File: config.mk
export PLATFORM = sky130hd
export DESIGN_NAME = synth_param_ctrl
export DESIGN_NICKNAME = d
export VERILOG_FILES = /design/src/rtl/spc_pkg.sv /design/src/rtl/quad_step_decoder.sv /design/src/rtl/synth_param_ctrl.sv
export SDC_FILE = /design/constraint.sdc
export NUM_CORES = 1
export LEC_CHECK = 0
export ABC_CLOCK_PERIOD_IN_PS = 3000
export BUFFER_PORTS_ARGS = -buffer_cell sky130_fd_sc_hd__buf_2
export CORE_MARGIN = 4
export CORE_UTILIZATION = 50
export CTS_CLUSTER_SIZE = 30
export DETAILED_ROUTE_END_ITERATION = 8
export MAX_ROUTING_LAYER = met4
export PLACE_DENSITY = 0.69
export SLEW_MARGIN = 10
export SYNTH_ARGS = -nofsm -noshare
export SYNTH_HDL_FRONTEND = slang
export SYNTH_SLANG_ARGS = --single-unit
File: constraint.sdc
create_clock -name clk -period 3 [get_ports clk]
set_input_delay 0.6 -clock clk [delete_from_list [all_inputs] [get_ports clk]]
set_output_delay 0.6 -clock clk [all_outputs]
set_load 0.1 [all_outputs]
File: src/rtl/spc_pkg.sv
// Shared types and parameter table for the synth front-panel controller.
package spc_pkg;

  typedef enum logic [1:0] {ST_BROWSE, ST_EDIT, ST_COMMIT} state_e;
  typedef enum logic {MODE_SAT, MODE_WRAP} mode_e;

  localparam int unsigned NUM_PARAMS = 4;

  localparam logic [1:0] IDX_VOL   = 2'd0;
  localparam logic [1:0] IDX_OCT   = 2'd1;
  localparam logic [1:0] IDX_WAVE  = 2'd2;
  localparam logic [1:0] IDX_TEMPO = 2'd3;

  localparam int unsigned PARAM_MAX  [NUM_PARAMS] = '{15, 7, 3, 19};
  localparam int unsigned PARAM_DFLT [NUM_PARAMS] = '{8, 4, 0, 10};
  localparam mode_e       PARAM_MODE [NUM_PARAMS] = '{MODE_SAT, MODE_SAT, MODE_WRAP, MODE_WRAP};

  localparam logic [1:0] LED_BROWSE = 2'b00;
  localparam logic [1:0] LED_EDIT   = 2'b01;
  localparam logic [1:0] LED_COMMIT = 2'b10;

  // One detent of adjustment, honouring the parameter's clamp or wrap rule.
  function automatic int unsigned adjust_value(int unsigned v, logic [1:0] idx, logic up);
    int unsigned mx;
    logic        wrap;
    mx   = PARAM_MAX[idx];
    wrap = (PARAM_MODE[idx] == MODE_WRAP);
    if (up) return (v >= mx) ? (wrap ? 0 : mx) : v + 1;
    else    return (v == 0)  ? (wrap ? mx : 0) : v - 1;
  endfunction

endpackage

File: src/rtl/quad_step_decoder.sv
// Rotary encoder front end: 2-FF synchronisers on A/B and a 7-state
// quadrature decoder that emits one registered step pulse per full detent.
module quad_step_decoder (
  input  logic clk,
  input  logic rst_n,
  input  logic enc_a,
  input  logic enc_b,
  output logic step_up,
  output logic step_dn
);

  typedef enum logic [2:0] {Q_IDLE, Q_R1, Q_R2, Q_R3, Q_L1, Q_L2, Q_L3} qstate_e;

  logic [1:0] a_sync_q, b_sync_q;
  logic [1:0] ab;
  qstate_e    state_q, state_d;
  logic       up_q, up_d, dn_q, dn_d;

  assign ab      = {a_sync_q[1], b_sync_q[1]};
  assign step_up = up_q;
  assign step_dn = dn_q;

  always_ff @(posedge clk) begin
    if (!rst_n) begin
      a_sync_q <= '1;
      b_sync_q <= '1;
      state_q  <= Q_IDLE;
      up_q     <= 1'b0;
      dn_q     <= 1'b0;
    end else begin
      a_sync_q <= {a_sync_q[0], enc_a};
      b_sync_q <= {b_sync_q[0], enc_b};
      state_q  <= state_d;
      up_q     <= up_d;
      dn_q     <= dn_d;
    end
  end

  // Forward moves advance, a reversal falls back one state; anything else holds.
  always_comb begin
    state_d = state_q;
    up_d    = 1'b0;
    dn_d    = 1'b0;
    case (state_q)
      Q_IDLE: if (ab == 2'b10) state_d = Q_R1; else if (ab == 2'b01) state_d = Q_L1;
      Q_R1:   if (ab == 2'b00) state_d = Q_R2; else if (ab == 2'b11) state_d = Q_IDLE;
      Q_R2:   if (ab == 2'b01) state_d = Q_R3; else if (ab == 2'b10) state_d = Q_R1;
      Q_R3:   if (ab == 2'b11) begin state_d = Q_IDLE; up_d = 1'b1; end
              else if (ab == 2'b00) state_d = Q_R2;
      Q_L1:   if (ab == 2'b00) state_d = Q_L2; else if (ab == 2'b11) state_d = Q_IDLE;
      Q_L2:   if (ab == 2'b10) state_d = Q_L3; else if (ab == 2'b01) state_d = Q_L1;
      Q_L3:   if (ab == 2'b11) begin state_d = Q_IDLE; dn_d = 1'b1; end
              else if (ab == 2'b00) state_d = Q_L2;
      default: state_d = Q_IDLE;
    endcase
  end

endmodule

File: src/rtl/synth_param_ctrl.sv
// Front-panel parameter controller: button debounce plus browse/edit/commit FSM.
// Optional EDIT inactivity timeout is enabled by defining SPC_TIMEOUT_EN.
module synth_param_ctrl
  import spc_pkg::*;
#(
  parameter int unsigned VAL_W           = 5,
  parameter int unsigned DEBOUNCE_CYCLES = 16,
  parameter int unsigned TIMEOUT_CYCLES  = 1000000
) (
  input  logic             clk,
  input  logic             rst_n,
  input  logic             enc_a,
  input  logic             enc_b,
  input  logic             enc_btn,
  output logic             cfg_valid,
  input  logic             cfg_ready,
  output logic [1:0]       cfg_addr,
  output logic [VAL_W-1:0] cfg_data,
  output logic [1:0]       sel_idx,
  output logic [VAL_W-1:0] edit_val,
  output logic [1:0]       led
);

  localparam int unsigned DW = $clog2(DEBOUNCE_CYCLES + 1);

  logic step_up, step_dn;

  quad_step_decoder u_dec (
    .clk     (clk),
    .rst_n   (rst_n),
    .enc_a   (enc_a),
    .enc_b   (enc_b),
    .step_up (step_up),
    .step_dn (step_dn)
  );

  logic [1:0]    btn_sync_q;
  logic          db_q, db_d, press_q, press_d;
  logic [DW-1:0] db_cnt_q, db_cnt_d;

  always_comb begin
    db_cnt_d = '0;
    db_d     = db_q;
    press_d  = 1'b0;
    if (btn_sync_q[1] != db_q) begin
      if (db_cnt_q == DW'(DEBOUNCE_CYCLES - 1)) begin
        db_d    = btn_sync_q[1];
        press_d = btn_sync_q[1];
      end else begin
        db_cnt_d = db_cnt_q + 1'b1;
      end
    end
  end

  state_e           state_q, state_d;
  logic [1:0]       sel_q, sel_d, addr_q, addr_d;
  logic [VAL_W-1:0] edit_q, edit_d, data_q, data_d;
  logic             valid_q, valid_d;
  logic [VAL_W-1:0] shadow_q [NUM_PARAMS];
  logic [VAL_W-1:0] shadow_d [NUM_PARAMS];

`ifdef SPC_TIMEOUT_EN
  localparam int unsigned TW = $clog2(TIMEOUT_CYCLES + 1);
  logic [TW-1:0] to_q, to_d;

  always_comb begin
    to_d = '0;
    if (state_q == ST_EDIT && !press_q && !step_up && !step_dn) to_d = to_q + 1'b1;
  end

  always_ff @(posedge clk) begin
    if (!rst_n) to_q <= '0;
    else        to_q <= to_d;
  end
`else
  localparam int unsigned unused_timeout_cycles = TIMEOUT_CYCLES;
`endif

  // Press has priority over a step arriving in the same cycle.
  always_comb begin
    state_d  = state_q;
    sel_d    = sel_q;
    edit_d   = edit_q;
    valid_d  = valid_q;
    addr_d   = addr_q;
    data_d   = data_q;
    shadow_d = shadow_q;
    case (state_q)
      ST_BROWSE: begin
        if (press_q)      state_d = ST_EDIT;
        else if (step_up) sel_d = sel_q + 2'd1;
        else if (step_dn) sel_d = sel_q - 2'd1;
        edit_d = shadow_q[sel_d];
      end
      ST_EDIT: begin
        if (press_q) begin
          state_d = ST_COMMIT;
          valid_d = 1'b1;
          addr_d  = sel_q;
          data_d  = edit_q;
        end else if (step_up || step_dn) begin
          edit_d = VAL_W'(adjust_value(32'(edit_q), sel_q, step_up));
        end
`ifdef SPC_TIMEOUT_EN
        else if (to_q == TW'(TIMEOUT_CYCLES - 1)) begin
          state_d = ST_BROWSE;
          edit_d  = shadow_q[sel_q];
        end
`endif
      end
      ST_COMMIT: begin
        if (valid_q && cfg_ready) begin
          valid_d         = 1'b0;
          shadow_d[sel_q] = edit_q;
          state_d         = ST_BROWSE;
        end
      end
      default: state_d = ST_BROWSE;
    endcase
  end

  always_ff @(posedge clk) begin
    if (!rst_n) begin
      btn_sync_q <= '0;
      db_q       <= 1'b0;
      db_cnt_q   <= '0;
      press_q    <= 1'b0;
      state_q    <= ST_BROWSE;
      sel_q      <= IDX_VOL;
      edit_q     <= VAL_W'(PARAM_DFLT[IDX_VOL]);
      valid_q    <= 1'b0;
      addr_q     <= '0;
      data_q     <= '0;
      for (int unsigned i = 0; i < NUM_PARAMS; i++) shadow_q[i] <= VAL_W'(PARAM_DFLT[i]);
    end else begin
      btn_sync_q <= {btn_sync_q[0], enc_btn};
      db_q       <= db_d;
      db_cnt_q   <= db_cnt_d;
      press_q    <= press_d;
      state_q    <= state_d;
      sel_q      <= sel_d;
      edit_q     <= edit_d;
      valid_q    <= valid_d;
      addr_q     <= addr_d;
      data_q     <= data_d;
      shadow_q   <= shadow_d;
    end
  end

  assign cfg_valid = valid_q;
  assign cfg_addr  = addr_q;
  assign cfg_data  = data_q;
  assign sel_idx   = sel_q;
  assign edit_val  = edit_q;

  always_comb begin
    led = LED_BROWSE;
    case (state_q)
      ST_EDIT:   led = LED_EDIT;
      ST_COMMIT: led = LED_COMMIT;
      default:   led = LED_BROWSE;
    endcase
  end

endmodule

==> summary.md <==
| Metric | Value |
|---|---|
| I/O pins | `23` |
| First-pass GRT wire length | `around 10000 um` |
| Slowest cell on crit path | `dfxtp_2` |
| WL/cell | `~15 um` |
| Largest cells by area after synthesis | `dfxtp_1, mux2i_1, nand3_1, ha_1, nand2_1` |
| Cell variety after synth | `60` |
| Synthesis-to-layout area growth | `8.93%` |
| Clock Sinks | `55` |
| Post-synth top area cell | `dfxtp_1` |
| Synth Area in XOR/XNOR | `under 10%` |
| Die width | `~83 um` |
| Cell Area, Synth | `between 2000 and 3000 sq um` |
| MaxCap Viol Count | `0` |
| Antenna violations before repair | `0` |
| Largest net degree at the start of global routing | `32` |
| Clk network pwr share | `approximately 36%` |
| Switching power | `roughly 320 uW` |
| Yosys top cell area share | `between 30% and 40%` |
| Critical R2R Launch | `sel_idx[1]` |
| Crit-path cells | `ha_1, inv_1, ha_1, a21oi_1, o21ai_1, a311o_1, a311o_1, o2111ai_1` |
| Rel. slew slack | `a little under half` |
| Final min period | `about 2.5 ns` |
| Fin nets | `between 300 and 400` |
| Cell count after synthesis | `between 300 and 400` |
| Max rail drop VDD | `~0.00025 V` |
| Peak Freq | `approximately 400 MHz` |
| Starting DRT DRC Count | `146` |
| Height of the die | `83.2 um` |
| Final Worst Setup Slack | `around 0.50 ns` |
| Setup slack, reg-to-reg | `0.50 ns` |
| Comb pwr share | `about 9.0%` |
| Setup Skew | `0.00873 ns` |
| Clock transition at path regs | `0.09 ns` |
| Via Count | `between 2k and 2.5k` |
| Post-layout instance area | `around 3000 sq um` |
| WHS Path Cells | `1` |
| Diode count | `0` |
| FFs w/ async S/R, synth | `0%` |
| CTS buffer count | `5` |
| Post-synthesis mux area share | `6.02%` |
| Hold crit path type | `reg -> reg` |
| Synthesis Warnings | `0` |
| Layout fillers | `520` |
| Post-CTS Resized | `0` |
| Row cnt | `27` |
| Initial Util | `51.4%` |
| TNS Setup | `0 ns` |
| Ys flop type | `dfxtp_1` |
| DP HPWL | `around 4300 um` |
| Placed cell areas | `slightly below 3000 sq um` |
| Max stage delay on crit path | `0.49 ns` |
| Crit share post-route | `83.2%` |
| Overall power | `between 1 and 1.5 mW` |
| All-Layer GR Usage | `a little under a fifth` |
| Worst setup SP type | `flop` |
| Post-synth EDFFs | `0` |
| Worst-case hold path end point | `u_dec.a_sync_q[1]` |
| Worst slack, placed | `0.574 ns` |
| Crit Path Max Fanout | `12` |
| Leak pwr | `between 1 and 1.5 nW` |
| Slew of the pin with the lowest slew margin | `a little under 0.8 ns` |
| Routability cong. | `about 0.94` |
| Final setup fails | `0` |
| Synth cell count leaders | `dfxtp_1, nand2_1, nand3_1` |
| CP Capture Type | `flop` |
| Syn_area_per_cell | `slightly below 9 sq um` |
| Fin. Hold Viols | `0` |
| Power Dens Cells | `roughly 440 nW/um^2` |
| Fraction of the mapped netlist area in simple logic gates | `23.6%` |
| Arr. time, crit path | `roughly 2.7 ns` |
| R2R cell count | `8` |
| Core area | `about 5500 sq um` |
| 1st-pass router iterations | `4` |
| Vias per inst | `roughly 5.5` |
| Hold buffers post-CTS | `0` |
| Setup CP Type | `reg -> reg` |
| Clock H-tree levels | `2` |
| Buffers & Inverters on Critical Path | `1` |
| Status | `finished, final reports clean` |
| Setup Buffers After CTS | `0` |
| Clock latency on the worst-skew pair | `roughly 0.30 ns` |
| Slew Viols, Final | `0` |
| IO buf count | `22` |
| Largest family of logic cells by synthesized area | `simple AND/OR/NAND/NOR gates` |
| RSZ-0062 raised after global routing | `false` |
| Pint | `around 1.1 mW` |
| CTS tree | `done` |
| Post-detailed-routing wire length | `5900 um` |
| Count leader, synth | `dfxtp_1` |
| Synth Net Count | `337` |
| Seq cells post-synth | `between 50 and 60` |
| Sw Share | `a little under a quarter` |
| Critical path required time | `~3.2 ns` |
| Full die area | `just under 7000 sq um` |
| Share of layout cells above drive strength 1 | `approximately 16%` |
| Vias in the first global route | `2071` |
| Area fraction in compound gates after synthesis | `a little under a fifth` |
| CTS Root Cell | `clkbuf_8` |
| Sequential Power Share | `between 50% and 60%` |
| CP delay by family, top | `compound AO/OA/AOI/OAI gates` |
| Worst hold start | `u_dec.a_sync_q[0]` |
| Reg2reg end | `edit_val[1]` |
| Drc violations | `0` |
| Antenna viol nets, final | `0` |
| Grt ovf | `0` |
| Sequential area share after synthesis | `~39%` |
| Synth Area in Adders | `approximately 4.9%` |
| Max clock buf depth | `2` |
how the worst max path moves through the flow:
stage | startpoint | end | slack (ns) | cells past startpoint
after global placement | sel_idx[1] | edit_val[1] | 0.65 | 9
after floorplan | state_q[1] | shadow_q[18] | 0.22 | 7
after CTS | sel_idx[1] | edit_val[1] | 0.57 | 8
final | sel_idx[1] | edit_val[1] | 0.50 | 8
after global routing | sel_idx[1] | edit_val[1] | 0.38 | 8
after detailed placement | sel_idx[1] | edit_val[1] | 0.57 | 8
registers in the layout, indices dropped and copies added, names as in the netlist:
signal	flops
shadow_q	20
u_dec.step_up	1
sel_idx	2
press_q	1
edit_val	5
db_cnt_q	5
cfg_data	5
u_dec.b_sync_q	2
u_dec.a_sync_q	2
db_q	1
u_dec.state_q	3
btn_sync_q	2
cfg_valid	1
cfg_addr	2
state_q	2
u_dec.step_dn	1
per-stage QoR:
stage	hold slack (ns)	std cells	util, %
3_3_place_gp	0.390	397	53.8
6_report	0.416	405	56.0
5_1_grt	0.433	405	56.0
3_5_place_dp	0.397	397	53.8
4_1_cts	0.418	405	56.0
2_1_floorplan	0.386	320	-
placed cells by master, fill, tap and decap left out, drive strengths merged, types with 2 or more instances in the layout:
cell type / instances
nor3: 2
nor2b: 11
clkbuf: 6
inv: 11
and3: 3
o221ai: 2
nand3: 28
nor3b: 2
o21ba: 2
and2: 5
a21boi: 19
dfxtp: 55
and4b: 2
mux2i: 14
ha: 11
xnor2: 6
a21oi: 12
o2111ai: 2
o211ai: 5
nor2: 17
xor2: 3
o211a: 2
nand3b: 2
nand2b: 12
a211o: 2
and2b: 2
a311o: 2
buf: 26
nand2: 35
mux2: 2
o21ai: 11
power by group through the flow:
stage	clock (mW)	combinational (mW)	sequential [mW]
finish	0.498	0.124	0.749
global route	0.547	0.136	0.751
floorplan	0	0.0799	0.781
detailed placement	0	0.122	0.765
global placement	0	0.121	0.765
CTS	0.510	0.123	0.748
final cells by class:
| cell class | count | area (sq um) | share of cell area [%] |
|---|---|---|---|
| Timing Repair Buffer | 26 | 140 | 4.55 |
| Tap cell | 72 | 90.1 | 2.92 |
| Clock inverter | 2 | 35.0 | 1.14 |
| Multi-Input combinational cell | 233 | 1590 | 51.6 |
| Inverter | 11 | 41.3 | 1.34 |
| Sequential cell | 55 | 1100 | 35.8 |
| Clock buffer | 6 | 82.6 | 2.68 |
worst reg2reg max path, delay by kind of cell, from the launching register on:
kind            cells  cell delay [ns]
flops               1             0.49
fa+ha+maj           2             0.64
compound gates      5             1.20
buf+inv             1             0.10
routing by layer:
layer	global-route usage (%)	vias to the layer above	wire length (um)
li1	-	1139	-
met2	26.4	39	2610
met5	-	-	0
met3	3.27	2	244
met4	3.57	0	26
met1	26.9	1049	3020
cells by family after synthesis:
group           count (synthesis)
flops                          55
simple gates                  127
mux                            16
xor+xnor                        9
fa+ha+maj                      11
compound gates                 70
buf+inv                        32
(Power assumes the default switching activity.)
